==> config.mk <==
export PLATFORM = sky130hd
export DESIGN_NAME = fifo_wr_packer
export DESIGN_NICKNAME = d
export VERILOG_FILES = /design/src/rtl/async_fifo_package.sv /design/src/rtl/flush_timer.sv /design/src/rtl/fifo_wr_packer.sv
export SDC_FILE = /design/constraint.sdc
export NUM_CORES = 1
export LEC_CHECK = 0
export BUFFER_PORTS_ARGS = -buffer_cell sky130_fd_sc_hd__buf_2
export CAP_MARGIN = 10
export CORE_ASPECT_RATIO = 1.2
export CORE_MARGIN = 8
export CORE_UTILIZATION = 50
export CTS_BUF_LIST = sky130_fd_sc_hd__clkbuf_8
export DETAILED_ROUTE_END_ITERATION = 12
export GPL_TIMING_DRIVEN = 0
export PLACE_DENSITY = 0.72
export SETUP_SLACK_MARGIN = 0.2
export SLEW_MARGIN = 10
export SYNTH_ARGS = -nofsm -noshare
export SYNTH_HDL_FRONTEND = slang
export SYNTH_SLANG_ARGS = --single-unit
==> constraint.sdc <==
create_clock -name wclk -period 2.71 [get_ports wclk]
set_input_delay 0.542 -clock wclk [delete_from_list [all_inputs] [get_ports wclk]]
set_output_delay 0.542 -clock wclk [all_outputs]
set_load 0.02 [all_outputs]
==> src/rtl/async_fifo_package.sv <==
// Shared definitions for the async FIFO write path: packer state type and
// helper functions used to size and mask the packed write word.
package async_fifo_package;

    typedef enum logic {PK_EMPTY, PK_FILL} pk_state_t;

    // Width of a packed word built from ratio beats of in_w bits.
    function automatic int packed_width(input int in_w, input int ratio);
        return in_w * ratio;
    endfunction

    // Mask with lanes 0..n set (n is a lane index, not a count).
    function automatic logic [31:0] keep_mask(input int n);
        return (32'd2 << n) - 32'd1;
    endfunction

endpackage

==> src/rtl/flush_timer.sv <==
// Saturating idle counter; expired flags the idle edge that reaches TIMEOUT
// and stays high while the count is parked at TIMEOUT.
module flush_timer #(
    parameter  int TIMEOUT = 16,
    localparam int TW      = (TIMEOUT > 0) ? $clog2(TIMEOUT + 1) : 1
) (
    input  logic clk,
    input  logic rst,
    input  logic clear,
    input  logic enable,
    output logic expired
);

    logic [TW-1:0] count;

    always_ff @(posedge clk or posedge rst) begin
        if (rst) begin
            count <= '0;
        end else if (clear) begin
            count <= '0;
        end else if (enable && (count != TW'(TIMEOUT))) begin
            count <= count + 1'b1;
        end
    end

    // The TIMEOUT-th idle edge itself may carry the flush, so look one count ahead.
    assign expired = (TIMEOUT != 0) &&
                     ((count == TW'(TIMEOUT)) || (enable && (count == TW'(TIMEOUT - 1))));

endmodule

==> src/rtl/fifo_wr_packer.sv <==
// Write-domain upsizer: packs RATIO narrow beats into one wide FIFO word with
// a keep mask, closing early on s_last or after an idle timeout.
module fifo_wr_packer
    import async_fifo_package::*;
#(
    parameter  int IN_WIDTH  = 8,
    parameter  int RATIO     = 4,
    parameter  int TIMEOUT   = 16,
    localparam int OUT_WIDTH = packed_width(IN_WIDTH, RATIO)
) (
    input  logic                 wclk,
    input  logic                 wrst,
    input  logic                 s_valid,
    input  logic [IN_WIDTH-1:0]  s_data,
    input  logic                 s_last,
    output logic                 s_ready,
    output logic                 m_valid,
    output logic [OUT_WIDTH-1:0] m_data,
    output logic [RATIO-1:0]     m_keep,
    output logic                 m_last,
    input  logic                 m_ready
);

    localparam int CW = $clog2(RATIO);

    // Handshake: a beat transfers on s_valid & s_ready, a word on m_valid & m_ready;
    // s_ready depends only on the output slot, never on s_valid or s_last.

    pk_state_t            state;
    logic [CW-1:0]        cnt;
    logic [IN_WIDTH-1:0]  lane_q [RATIO-1];

    logic                 accept;
    logic                 closing;
    logic                 timer_expired;
    logic                 flush_fire;
    logic                 load;
    logic [OUT_WIDTH-1:0] nxt_data;
    logic [RATIO-1:0]     nxt_keep;
    logic                 nxt_last;

    assign s_ready    = ~m_valid | m_ready;
    assign accept     = s_valid & s_ready;
    assign closing    = accept & ((cnt == CW'(RATIO - 1)) | s_last);
    assign flush_fire = timer_expired & (state == PK_FILL) & ~accept & s_ready;
    assign load       = closing | flush_fire;

    flush_timer #(
        .TIMEOUT (TIMEOUT)
    ) u_flush_timer (
        .clk     (wclk),
        .rst     (wrst),
        .clear   (accept | flush_fire | (state == PK_EMPTY)),
        .enable  ((state == PK_FILL) & ~accept),
        .expired (timer_expired)
    );

    always_comb begin
        nxt_data = '0;
        nxt_keep = '0;
        nxt_last = closing & s_last;
        for (int i = 0; i < RATIO - 1; i++) begin
            if (CW'(i) < cnt) begin
                nxt_data[i*IN_WIDTH +: IN_WIDTH] = lane_q[i];
            end
        end
        for (int i = 0; i < RATIO; i++) begin
            if (closing && (cnt == CW'(i))) begin
                nxt_data[i*IN_WIDTH +: IN_WIDTH] = s_data;
            end
        end
        // A flush carries only the lanes already accumulated, never lane cnt.
        if (closing) begin
            nxt_keep = RATIO'(keep_mask(int'(cnt)));
        end else if (cnt != '0) begin
            nxt_keep = RATIO'(keep_mask(int'(cnt) - 1));
        end
    end

    always_ff @(posedge wclk or posedge wrst) begin
        if (wrst) begin
            state   <= PK_EMPTY;
            cnt     <= '0;
            m_valid <= 1'b0;
            m_data  <= '0;
            m_keep  <= '0;
            m_last  <= 1'b0;
            for (int i = 0; i < RATIO - 1; i++) begin
                lane_q[i] <= '0;
            end
        end else begin
            if (accept) begin
                if (closing) begin
                    cnt   <= '0;
                    state <= PK_EMPTY;
                end else begin
                    for (int i = 0; i < RATIO - 1; i++) begin
                        if (cnt == CW'(i)) begin
                            lane_q[i] <= s_data;
                        end
                    end
                    cnt   <= cnt + 1'b1;
                    state <= PK_FILL;
                end
            end else if (flush_fire) begin
                cnt   <= '0;
                state <= PK_EMPTY;
            end

            // A new word may replace a draining one in the same cycle.
            if (load) begin
                m_valid <= 1'b1;
                m_data  <= nxt_data;
                m_keep  <= nxt_keep;
                m_last  <= nxt_last;
            end else if (m_ready) begin
                m_valid <= 1'b0;
            end
        end
    end

endmodule

After elaboration in Yosys (flattened, before gate mapping)
Index checks and enable logic that the tools add are counted.

word-level totals
  register bits after elaboration = 70
  bits of input ports = 13

operators by class
  $add $sub $neg = 5
  $lt $le $gt $ge = 3
  equality and inequality tests = 6
  shifts and indexed selects = 2
  muxes and demuxes = 19
  bitwise logic cells = 16
  reduce and logical (&&, ||, !) cells = 15

operators by type and width
  cell                  count
  $mux 8                7
  $shl 2x32->4 const A  1
  $mux 5                2
  $reduce_and 3->1      3
  $mux 4                2
  $reduce_bool 2->1     4
  $sub 4x1->4 const B   2
  $and 1x1->1           7
  $logic_and 1x1->1     6
  $mux 2                3
  $add 5x1->5 const B   1
  $eq 5x4->1 const B    1
  $eq 5x5->1 const B    1
  $mux 1                5
  $ne 5x5->1 const B    1
  $or 1x1->1            5
  $eq 2x2->1 const B    2
  $lt 1x2->1 const A    2
  $not 1->1             4
  $shl 2x2->4 const A   1
  $sub 2x1->3 const B   1
  $add 2x1->2 const B   1
  $eq 2x1->1 const B    1
  $logic_not 2->1       1
  other kinds (2)       2

Logic depth before layout (Yosys ltp)
  depth in word-level cells = 13
  depth in mapped cells = 9
  depth with buffers taken out = 6

Hierarchy
Synthesis repeated with hierarchy kept, for this count alone.

second synthesis, totals
  cell total of the unflattened synthesis = 271
  area total of the unflattened synthesis = 3254.4 sq um

modules (own cells, without submodules)
  module          instances  cells an instance  area an instance (sq um)  sequential area each (sq um)
  fifo_wr_packer  1          240                2935.3                    1626.6
  flush_timer     1          31                 319.1                     125.1

Worst setup path after synthesis
No wires, ideal clock.

  kind = input -> register
  start point = input m_ready
  end point = register lane_q[0] (netlist bit)
  arrival = 2028 ps
  data required time = 2585 ps
  slack = 558 ps
  stages = 6
  path buffers = 1
  cells stage by stage = and2b_1 -> clkinv_1 -> and3_1 -> clkbuf_1 -> nand2_1 -> mux2_2

on the way
  longest elaborated chain between the ends = 5

RTL lines
  what                                 RTL line              text
  from (decl)                          fifo_wr_packer.sv:21  input logic m_ready
  $or 1x1->1 *                         fifo_wr_packer.sv:42  assign s_ready = ~m_valid | m_ready;
  via s_ready                          fifo_wr_packer.sv:16  output logic s_ready,
  $and 1x1->1 *                        fifo_wr_packer.sv:43  assign accept = s_valid & s_ready;
  $and 1x1->1                          fifo_wr_packer.sv:44  assign closing = accept & ((cnt == CW'(RATIO - 1)) | s_last);
  $not 1->1 (no source line)           -
  $reduce_and 3->1 (no source line) *  -
  to (signal, indexed assignment)      fifo_wr_packer.sv:99  lane_q[i] <= s_data;
  to (decl)                            fifo_wr_packer.sv:31  logic [IN_WIDTH-1:0] lane_q [RATIO-1];

Mark *: on every way through the listed nets, which the timed path passes. The rest lies on a longest branch.
A chain may end at the register's enable or synchronous reset.

Worst setup path in the final report
  start point = register u_flush_timer.count[0]
  end point = register m_data[6]

on the way
  longest elaborated chain between the ends = 7
  elaborated cells on any way between the ends = 8
  classes of those cells = eq/ne: 2; bitwise: 4; reduce/logical: 2

RTL lines
  what                         RTL line               text
  from (decl)                  flush_timer.sv:14      logic [TW-1:0] count;
  from (signal assigned)       flush_timer.sv:22      count <= count + 1'b1;
  $eq 5x4->1                   flush_timer.sv:28      ((count == TW'(TIMEOUT)) || (enable && (count == TW'(TIMEOUT - 1))));
  $logic_and 1x1->1            flush_timer.sv:28
  $logic_or 1x1->1 *           flush_timer.sv:28
  $and 1x1->1 * (3 in series)  fifo_wr_packer.sv:45   assign flush_fire = timer_expired & (state == PK_FILL) & ~accept & s_ready;
  $or 1x1->1 *                 fifo_wr_packer.sv:46   assign load = closing | flush_fire;
  to (signal assigned)         fifo_wr_packer.sv:113  m_data <= nxt_data;
  to (decl)                    fifo_wr_packer.sv:18   output logic [OUT_WIDTH-1:0] m_data,

Every way passes the cells marked *; elsewhere a longest branch is shown, timed or not.

==> reports/results.ini <==
[clock_tree]
cts_resized=0
cts-htree-levels=3
cts_tree=yes
cts_setup_buffers=0
postCtsHoldBufs=0
cts.sinks=70
clkLatencyLatePin_ps=340
cts_buffers=9
cts_buffer_depth=2
cts-root-buf=clkbuf_8
clkSlewWorstSetupHoldPaths_ps=70

[setup_path]
path_delay_family=buffers and inverters
worstPathCellList=inv_1 > ha_1 > and4bb_1 > buf_2 > o2111ai_1 > and2_1 > buf_6 > buf_6 > a221o_1
critical-path-slowest-cell=dfrtp_1
critical_path.max_fanout=10
critPathLaunchType=flip-flop
crit_buf_inv=4
endpoint_kind=flip-flop
required_ps=2930
r2r_slack_ps=520
crit_type=flip-flop to flip-flop
arrival_ps=2420
slowest_delay_ps=400
crit_top_cell=buf_6

[die]
fp.coreArea_um2=6012
start_util_pct=51.36
die_area_um2=8957
row_count=31
die_w_um=87.74
die_y_um=102.1
ios=52

[detailed_routing]
drt_iter0_drc=88
drt_first_pass_iters=4
viasPerCell=5.453
wl_mm=6.926
avgRoutedWirePerCell_um=17.23
dr_total_vias=2192
drcViolationCount=0
antenna_left=0

[hold_path]
hp-class=input pin to asynchronous set/reset pin

[timing]
finalHoldViolCount=0
fin_ws_ps=517.6
setup_violations=0
fmax_ghz=0.4561
skew_ps=6.471
period_needed_ps=2192
rsz0062_at_grt=false
slew_headroom_pct=38.81
report.final.slew_viol_count=0
max_slew.worst_pin.slew_ps=910.8
period_share_pct=80.90
hold_ws_ps=143.0

[outcome]
status=finished clean

[finish]
antenna_cells=0
area_growth_pct=19.00
stdcell_area_um2=3675
final_nets=337
drive_gt1_share_pct=31.56
utilization_pct=61.12

[power]
p_leak_nw=1.846
peakVddDrop_uv=535.3
power_per_cell_area_nw_per_um2=865.9
finalPower_mw=3.182

[place]
pre_cts_slack_ps=292.8
place.gp.congestion=0.8157
hpwlAfterDp_mm=4.920
postPlaceCellArea_um2=3476
port_buffers=51

[synthesis]
syn_inst=252
synth_cell_types=38
synth_edf_count=0
yosys_register_bits=70
yosysMostFrequentCell=dfrtp_1
netlist_top_cells_count=dfrtp_1 (70), mux2_2 (25), o21ai_0 (19)
synthesis.area_um2=3088
yosysSeqAreaShare_pct=56.73
synth_fp_nets=274
async_reset_ff_share_pct=100.0
synth_top_area_share_pct=56.73
yosysWarnings=0
synth_top_area_cell=dfrtp_1
syn_avg_cell_area_um2=12.25
ys.flop_type=dfrtp_1
synth_area_leaders=dfrtp_1 (57%), mux2_2 (9.1%), ha_1 (3.6%)

[global_routing]
grt_pass1_vias=2267
grt_max_degree=53
grt_use_total_pct=17.10
antenna_found_initial=0
overflow=0
grt_pass1_wl_mm=11.55

[run]
cap_violations=0

final cells by class:
class,count,area [um2]
Multi-Input combinational cell,160,1234
Fill cell,493,2337
Inverter,9,36.28
Clock inverter,6,61.31
Buffer,13,68.82
Sequential cell,70,1752
Clock buffer,10,137.6
Tap cell,82,102.6
Timing Repair Buffer,52,282.8
layout by cell type, fill, tap and decap left out, types with 9 or more instances in the layout:
cell,n
dfrtp_1,70
buf_2,54
mux2_2,25
o21ai_0,19
nand3_1,18
and3_1,11
clkbuf_8,10
a22o_1,9
and2_1,9
mux2i_1,9
ha_1,9
state kept, by name, indices dropped and copies added (netlist names):
signal	count
m_data	32
lane_q	24
u_flush_timer.count	5
m_keep	4
cnt	2
m_last	1
m_valid	1
state	1
per-layer routing:
metal | part of all wire, % | routed length (um) | vias to the layer above | track usage (%)
met2 | 48 | 3357 | 41 | 25.99
met3 | 4.5 | 311 | 5 | 5.310
met4 | 0.82 | 57 | 0 | 5.968
li1 | - | - | 1052 | -
met1 | 46 | 3199 | 1094 | 22.40
met5 | 0 | 0 | - | 0
report_power, final:
part	leakage, nW	switching (mW)	total [mW]	internal, mW
registers	0.900	0.159	1.51	1.35
logic	0.843	0.465	0.844	0.380
clock network	0.102	0.381	0.827	0.446
path summary, 6_finish.rpt:
check,end,depth (start not counted),from
max,m_data[6],9,u_flush_timer.count[0]
min,lane_q[1],2,wrst
max reg2reg,m_data[6],9,u_flush_timer.count[0]
min reg2reg,m_keep[3],1,m_keep[3]
max in group asynchronous,m_data[6],3,wrst
min in group wclk,m_keep[3],1,m_keep[3]
per-stage QoR:
| stage | TNS, ps | instances |
|---|---|---|
| 2_1_floorplan | 0 | 252 |
| 3_3_place_gp | -28350 | 385 |
| 3_5_place_dp | 0 | 386 |
| 4_1_cts | 0 | 402 |
| 5_1_grt | 0 | 402 |
| 6_report | 0 | 402 |
kinds of logic (layout without fill, tap and decap cells):
logic type / after synthesis / in the layout / synth area share (%)
xor+xnor: 4 / 4 / 1.135
flops: 70 / 70 / 56.73
simple gates: 58 / 58 / 10.33
buf+inv: 22 / 90 / 3.322
compound gates: 55 / 55 / 12.80
fa+ha+maj: 9 / 9 / 3.647
mux: 34 / 34 / 12.03
No activity file was read; power rests on OpenSTA's default activity.
